**config.mk**
```make
export PLATFORM = sky130hd
export DESIGN_NAME = ew_gate_join
export DESIGN_NICKNAME = d
export VERILOG_FILES = /design/src/rtl/ew_gate_join.sv
export SDC_FILE = /design/constraint.sdc
export NUM_CORES = 2
export LEC_CHECK = 0
export ABC_AREA = 1
export CORE_MARGIN = 2
export CORE_UTILIZATION = 25
export DETAILED_ROUTE_END_ITERATION = 10
export PLACE_DENSITY = 0.5
export SLEW_MARGIN = 20
export SYNTH_ARGS = -nofsm -noshare
export SYNTH_HDL_FRONTEND = slang
export SYNTH_SLANG_ARGS = --single-unit
```
**constraint.sdc**
```tcl
create_clock -name clk -period 12.2 [get_ports clk]
set_input_delay 1.83 -clock clk [delete_from_list [all_inputs] [get_ports clk]]
set_output_delay 1.83 -clock clk [all_outputs]
set_load 0.02 [all_outputs]
```
**src/rtl/ew_gate_join.sv**
```systemverilog
// Element-wise gated join: buffers s beats, pairs each with a g beat and emits
// (s*g)>>>G_FRAC_BITS per lane. Define EW_GATE_SAT_EN to clamp results and enable sat_flag.
module ew_gate_join #(
    parameter int LANES       = 4,
    parameter int DATA_WIDTH  = 16,
    parameter int G_FRAC_BITS = 8,
    parameter int S_DEPTH     = 8
) (
    input  logic                               clk,
    input  logic                               rst,
    input  logic                               s_valid,
    output logic                               s_ready,
    input  logic [LANES*DATA_WIDTH-1:0]        s_data,
    input  logic                               g_valid,
    output logic                               g_ready,
    input  logic [LANES*DATA_WIDTH-1:0]        g_data,
    input  logic                               g_bypass,
    output logic                               y_valid,
    input  logic                               y_ready,
    output logic [LANES*DATA_WIDTH-1:0]        y_data,
    output logic [$clog2(S_DEPTH+1)-1:0]       s_count,
    output logic                               sat_flag
);

    localparam int W     = LANES * DATA_WIDTH;
    localparam int PW    = 2 * DATA_WIDTH;
    localparam int PTR_W = $clog2(S_DEPTH);
    localparam int CNT_W = $clog2(S_DEPTH + 1);

`ifdef EW_GATE_SAT_EN
    localparam logic signed [PW-1:0] SAT_MAX = {{(DATA_WIDTH+1){1'b0}}, {(DATA_WIDTH-1){1'b1}}};
    localparam logic signed [PW-1:0] SAT_MIN = {{(DATA_WIDTH+1){1'b1}}, {(DATA_WIDTH-1){1'b0}}};

    function automatic logic lane_clamps(input logic signed [PW-1:0] prod);
        logic signed [PW-1:0] shifted;
        shifted = prod >>> G_FRAC_BITS;
        return (shifted > SAT_MAX) || (shifted < SAT_MIN);
    endfunction

    function automatic logic [DATA_WIDTH-1:0] lane_result(input logic signed [PW-1:0] prod);
        logic signed [PW-1:0] shifted;
        shifted = prod >>> G_FRAC_BITS;
        if (shifted > SAT_MAX)
            return SAT_MAX[DATA_WIDTH-1:0];
        else if (shifted < SAT_MIN)
            return SAT_MIN[DATA_WIDTH-1:0];
        else
            return shifted[DATA_WIDTH-1:0];
    endfunction
`else
    function automatic logic [DATA_WIDTH-1:0] lane_result(input logic signed [PW-1:0] prod);
        return prod[G_FRAC_BITS +: DATA_WIDTH];
    endfunction
`endif

    logic [W-1:0]         s_mem [S_DEPTH];
    logic [PTR_W-1:0]     wr_ptr, rd_ptr;
    logic                 s_push, join_fire, adv1, adv2;
    logic [W-1:0]         s_head;
    logic signed [PW-1:0] prod_c [LANES];

    logic [W-1:0]         s_p1;
    logic signed [PW-1:0] prod_p1 [LANES];
    logic                 byp_p1, vld_p1;
    logic [W-1:0]         y_c;

    // Readiness depends only on registered occupancy and downstream state, never on this cycle's pop.
    assign adv2      = !y_valid || y_ready;
    assign adv1      = !vld_p1 || adv2;
    assign s_ready   = !rst && (s_count != CNT_W'(S_DEPTH));
    assign g_ready   = !rst && (s_count != '0) && adv1;
    assign s_push    = s_valid && s_ready;
    assign join_fire = g_valid && g_ready;
    assign s_head    = s_mem[rd_ptr];

    always_ff @(posedge clk) begin
        if (s_push)
            s_mem[wr_ptr] <= s_data;
    end

    always_ff @(posedge clk) begin
        if (rst) begin
            wr_ptr  <= '0;
            rd_ptr  <= '0;
            s_count <= '0;
        end else begin
            if (s_push)
                wr_ptr <= wr_ptr + 1'b1;
            if (join_fire)
                rd_ptr <= rd_ptr + 1'b1;
            if (s_push && !join_fire)
                s_count <= s_count + 1'b1;
            else if (!s_push && join_fire)
                s_count <= s_count - 1'b1;
        end
    end

    always_comb begin
        logic signed [PW-1:0] s_ext, g_ext;
        s_ext = '0;
        g_ext = '0;
        for (int i = 0; i < LANES; i++) begin
            s_ext = {{DATA_WIDTH{s_head[i*DATA_WIDTH+DATA_WIDTH-1]}}, s_head[i*DATA_WIDTH +: DATA_WIDTH]};
            g_ext = {{DATA_WIDTH{g_data[i*DATA_WIDTH+DATA_WIDTH-1]}}, g_data[i*DATA_WIDTH +: DATA_WIDTH]};
            prod_c[i] = s_ext * g_ext;
        end
    end

    // ---- stage 1: products, bypass flag and raw s ----
    always_ff @(posedge clk) begin
        if (rst)
            vld_p1 <= 1'b0;
        else if (adv1)
            vld_p1 <= join_fire;
    end

    always_ff @(posedge clk) begin
        if (adv1 && join_fire) begin
            s_p1    <= s_head;
            prod_p1 <= prod_c;
            byp_p1  <= g_bypass;
        end
    end

`ifdef EW_GATE_SAT_EN
    logic sat_c, sat_p2;
`endif

    always_comb begin
        y_c = '0;
`ifdef EW_GATE_SAT_EN
        sat_c = 1'b0;
`endif
        for (int i = 0; i < LANES; i++) begin
            if (byp_p1) begin
                y_c[i*DATA_WIDTH +: DATA_WIDTH] = s_p1[i*DATA_WIDTH +: DATA_WIDTH];
            end else begin
                y_c[i*DATA_WIDTH +: DATA_WIDTH] = lane_result(prod_p1[i]);
`ifdef EW_GATE_SAT_EN
                sat_c = sat_c | lane_clamps(prod_p1[i]);
`endif
            end
        end
    end

    // ---- stage 2: output register ----
    always_ff @(posedge clk) begin
        if (rst) begin
            y_valid <= 1'b0;
            y_data  <= '0;
`ifdef EW_GATE_SAT_EN
            sat_p2  <= 1'b0;
`endif
        end else if (adv2) begin
            y_valid <= vld_p1;
            if (vld_p1) begin
                y_data <= y_c;
`ifdef EW_GATE_SAT_EN
                sat_p2 <= sat_c;
`endif
            end
        end
    end

`ifdef EW_GATE_SAT_EN
    // Sticky: only clamps on beats the consumer actually took count.
    always_ff @(posedge clk) begin
        if (rst)
            sat_flag <= 1'b0;
        else if (y_valid && y_ready && sat_p2)
            sat_flag <= 1'b1;
    end
`else
    assign sat_flag = 1'b0;
`endif

endmodule
```
-- Yosys cells after proc, flatten, opt, wreduce, memory -nomap -nowiden
Memory sizes are Yosys's and may differ from the RTL's. A register that Yosys moved wholly into a read port is not among the register bits.
Cells that the tools add are included.
- output and inout bits: 72
- RAM bits: 512
- memories kept: 1
- bits of input ports: 134
- register bits: 237
- equal/unequal tests: 1
- reductions and logical operators: 18
- add/sub/neg operators: 4
- muxes and demuxes: 10
- $mul: 4
- memory list (memory ; words ; bits a word ; rd ports ; clocked after Yosys merged registers in ; write ports ; RTL line ; text):
    s_mem ; 8 ; 64 ; 1 ; 1 ; 1 ; 56 ; logic [W-1:0] s_mem [S_DEPTH];
- operator list (operator ; number):
    16-bit by 16-bit multiplier with 24-bit output ; 4
    16-bit two-way mux ; 4
    1-bit logical AND ; 8
    4-bit two-way mux ; 2
    3-bit by 1-bit adder with 3-bit output (second input constant) ; 2
    3-bit two-way mux ; 2
    1-bit logical NOT ; 5
    4-bit by 1-bit adder with 4-bit output (second input constant) ; 1
    4-bit inequality test (second input constant) ; 1
    4-bit nonzero test ; 1
    4-bit by 1-bit subtractor with 4-bit output (second input constant) ; 1
    1-bit logical OR ; 2
    1-bit two-way mux ; 2
    2-bit AND reduction ; 1
    2-bit nonzero test ; 1

-- Logic depth before layout (Yosys ltp)
- word-level depth: 8
- mapped depth: 35
- gate-level depth less buffers: 32

-- Worst setup path before layout
No wires, ideal clock.
- path type: input to register
- start point: input port g_data[4]
- end point: register prod_p1[119] (netlist name), data pin
- arrival time: 6672 ps
- path slack: 5276 ps
- buffers on the path: 1
- setup time: 252 ps
- stages on the path: 22
- cell sequence: inv_1 clkbuf_1 nor2_1 fa_1 inv_1 fa_1 inv_1 fa_1 fa_1 fa_1 inv_1 fa_1 inv_1 ha_1 a21oi_1 o21bai_1 a221oi_1 o21ai_0 a21oi_1 inv_1 nand2_1 nand2_1
- RTL lines (item ; RTL line ; text):
    start: declaration ; 16 ; input logic [LANES*DATA_WIDTH-1:0] g_data,
    end signal: assignment ; 120 ; prod_p1 <= prod_c;
    end: declaration ; 63 ; logic signed [PW-1:0] prod_p1 [LANES];

==> run summary <==
Initial antenna violation count: 56
Die Y: 487.4 um
Fin area: 66320 um2
Fill cells: 24370
Row Count: 177
Reg2reg path depth: 26
Placed cells: 9134
Vias: 41390
Crit-path max FO: 80
# IOs: 206
Largest net degree at the start of global routing: 205
Setup TNS: 0 ns
Crit share post-route: 71.36%
Grt ovf: 0
RSZ-0062 raised after global routing: no
Placer Congestion: 0.8851
# DRC: 0
WP data required: 12.61 ns
Routed len/inst: 19.47 um
Multi-input gate area: 31680 um2
Yosys top cell area share: 32.95%
Netlist cell types: 51
DRT Pass-1 Iters: 5
Cells after Synth: 6067
Relative slew slack: 30.26%
Non-Filler Instances: 9292
Clock latency on the worst-skew pair: 0.71 ns
Total CTS buffers: 81
Worst hold path cell count: 2
Sink Count: 720
Final hold viol count: 0
DR iter-0 viols: 3078
Post-cts resize count: 0
Final wirelength: 180900 um
Max-slew violation count: 0
Synthesis Warnings: 0
Synthesized flop and latch total: 720
HP Start: vld_p1
Global-route wire length before repair: 274000 um
# setup viols final: 0
Via density: 4.454
Status: complete, no violations
Register area share after synthesis: 35.65%
Fmax: 114.9 MHz
Vias in the first global route: 43280
Post-synth top area cell: edfxtp_1
Area delta synth->final: 13.52%
Longest Clk Path Bufs: 3
Synth top area cells: edfxtp_1 33%, fa_1 26%, inv_1 8.1%
CTS HTree Levels: 3
MaxCap Viol Count: 0
Primary FF master, synth: edfxtp_1
Synth async-reset ratio: 0%
Post-synth EDFFs: 641
Avg Cell Area, Syn: 9.630 um2
Post-CTS setup buffer count: 0
Layout cells sized above 1: 4.712%
DRT antenna net count: 0
TritonCTS clock tree: done
Mapped Area: 58420 um2
Die Wd: 487.4 um
Setup Skew: 0.05741 ns
CP endpoint kind: flop
CP Data Arrival Time: 9.12 ns
GRT Util Overall: 15.29%
Hold Path End: y_valid
Most frequent cells after synthesis: 1263 x inv_1, 986 x nor2_1, 839 x nand2_1
Min Clock Period, post-route: 8.706 ns
Mapped Nets: 7231
Core ar.: 232500 um2
Top-count cell post-synth: inv_1
Detailed-placement wirelength estimate: 134900 um
Fin nets: 7338
Port-buffer cells: 204
Initial core utilization: 25.12%
Worst Hold Class: reg2reg
Crit path kind: reg2reg
R2R setup slack: 3.49 ns
Root Driver: clkbuf_16
Startpoint Class: flop
Clock Pin Slew Worst Setup and Hold Paths: 0.06 ns
R2R Path End: prod_p1[118]
Layout Utilization: 28.52%
Placed Instance Area: 63500 um2
Measured slew at the worst slew-check pin: 1.044 ns
FF+latch area: 20840 um2
Post-CTS Hold Buffers: 0
Total die area: 237600 um2
-- layout by cell type (no fill, tap or decap), drive strengths merged, types with 19 or more instances in the layout --
cell type / count
inv: 1299
nor2: 992
nand2: 871
fa: 745
edfxtp: 641
o21ai: 298
ha: 285
clkdlybuf4s50: 203
a21oi: 166
nand3: 118
clkbuf: 95
dfxtp: 79
xor2: 66
a211oi: 66
o211ai: 59
o221ai: 51
clkinv: 39
buf: 31
xnor2: 28
nand4: 21
nor3: 19
-- cell families (layout without fill, tap and decap cells) --
group	after synthesis	after routing	synth area share, %
AND/OR/NAND/NOR	2038	2038	13.89
buffers and inverters	1511	1683	10.23
adder cells (fa/ha/maj)	1030	1030	31.63
flip-flops	720	720	35.65
AO/OA/AOI/OAI	673	673	7.181
XOR/XNOR	94	94	1.409
other	1	11	0.006419
-- worst max-delay path by stage --
stage	from	endpoint	cells after the start
after CTS	flop	prod_p1[118]	26
after floorplan	g_data[4]	prod_p1[119]	22
after global placement	flop	prod_p1[118]	26
final	flop	prod_p1[118]	26
after detailed placement	flop	prod_p1[118]	26
after global routing	flop	prod_p1[118]	26
-- area by class of cell --
cell class | instances | area share [%]
clock buffer | 95 | 3.247
timing repair buffer | 234 | 3.439
clock inverter | 53 | 0.9603
tap | 3043 | 5.741
sequential | 720 | 31.43
multi-input combinational | 3836 | 47.76
inverter | 1301 | 7.388
antenna | 10 | 0.03773
-- flip-flops by register name (all words and copies together) (netlist names), 3 cells and up, named ones only --
signal / cells
prod_p1: 64
rd_ptr: 3
s_count: 4
s_mem: 512
s_p1: 64
wr_ptr: 3
y_data: 64
-- worst max-delay path, stage by stage (launching register included) --
cell and delay, ns:
dfxtp_4 0.66, buf_4 0.58, buf_4 0.79, o21ai_0 0.24
o221ai_1 0.24, nand2_1 0.24, inv_1 0.58, nand2_1 0.17
fa_1 0.58, inv_1 0.06, fa_1 0.49, inv_1 0.05
fa_1 0.53, inv_1 0.05, fa_1 0.40, fa_1 0.51
inv_1 0.05, fa_1 0.47, inv_1 0.04, ha_1 0.33
a21o_1 0.20, a21boi_0 0.48, o21ai_0 0.14, a21oi_1 0.20
nand2_1 0.08, nand2_1 0.06, nand2_1 0.07
-- metal layers --
metal | vias up | wire length (um) | global-route usage [%]
met5 | - | 255 | 0
met2 | 1231 | 84360 | 25.15
li1 | 19140 | - | -
met4 | 44 | 4318 | 4.231
met3 | 289 | 11660 | 2.972
met1 | 20680 | 80310 | 20.41
-- per-stage QoR --
stage	setup slack [ns]	hold slack, ns
6_report	3.494	0.4853
5_1_grt	2.984	0.5135
4_1_cts	3.342	0.4868
3_5_place_dp	3.357	0.4773
3_3_place_gp	3.416	0.4633
2_1_floorplan	5.276	0.4506
Power is left out: the tool's default activity adds up to more than one toggle a clock period on the data nets, which glitch-free logic cannot reach.
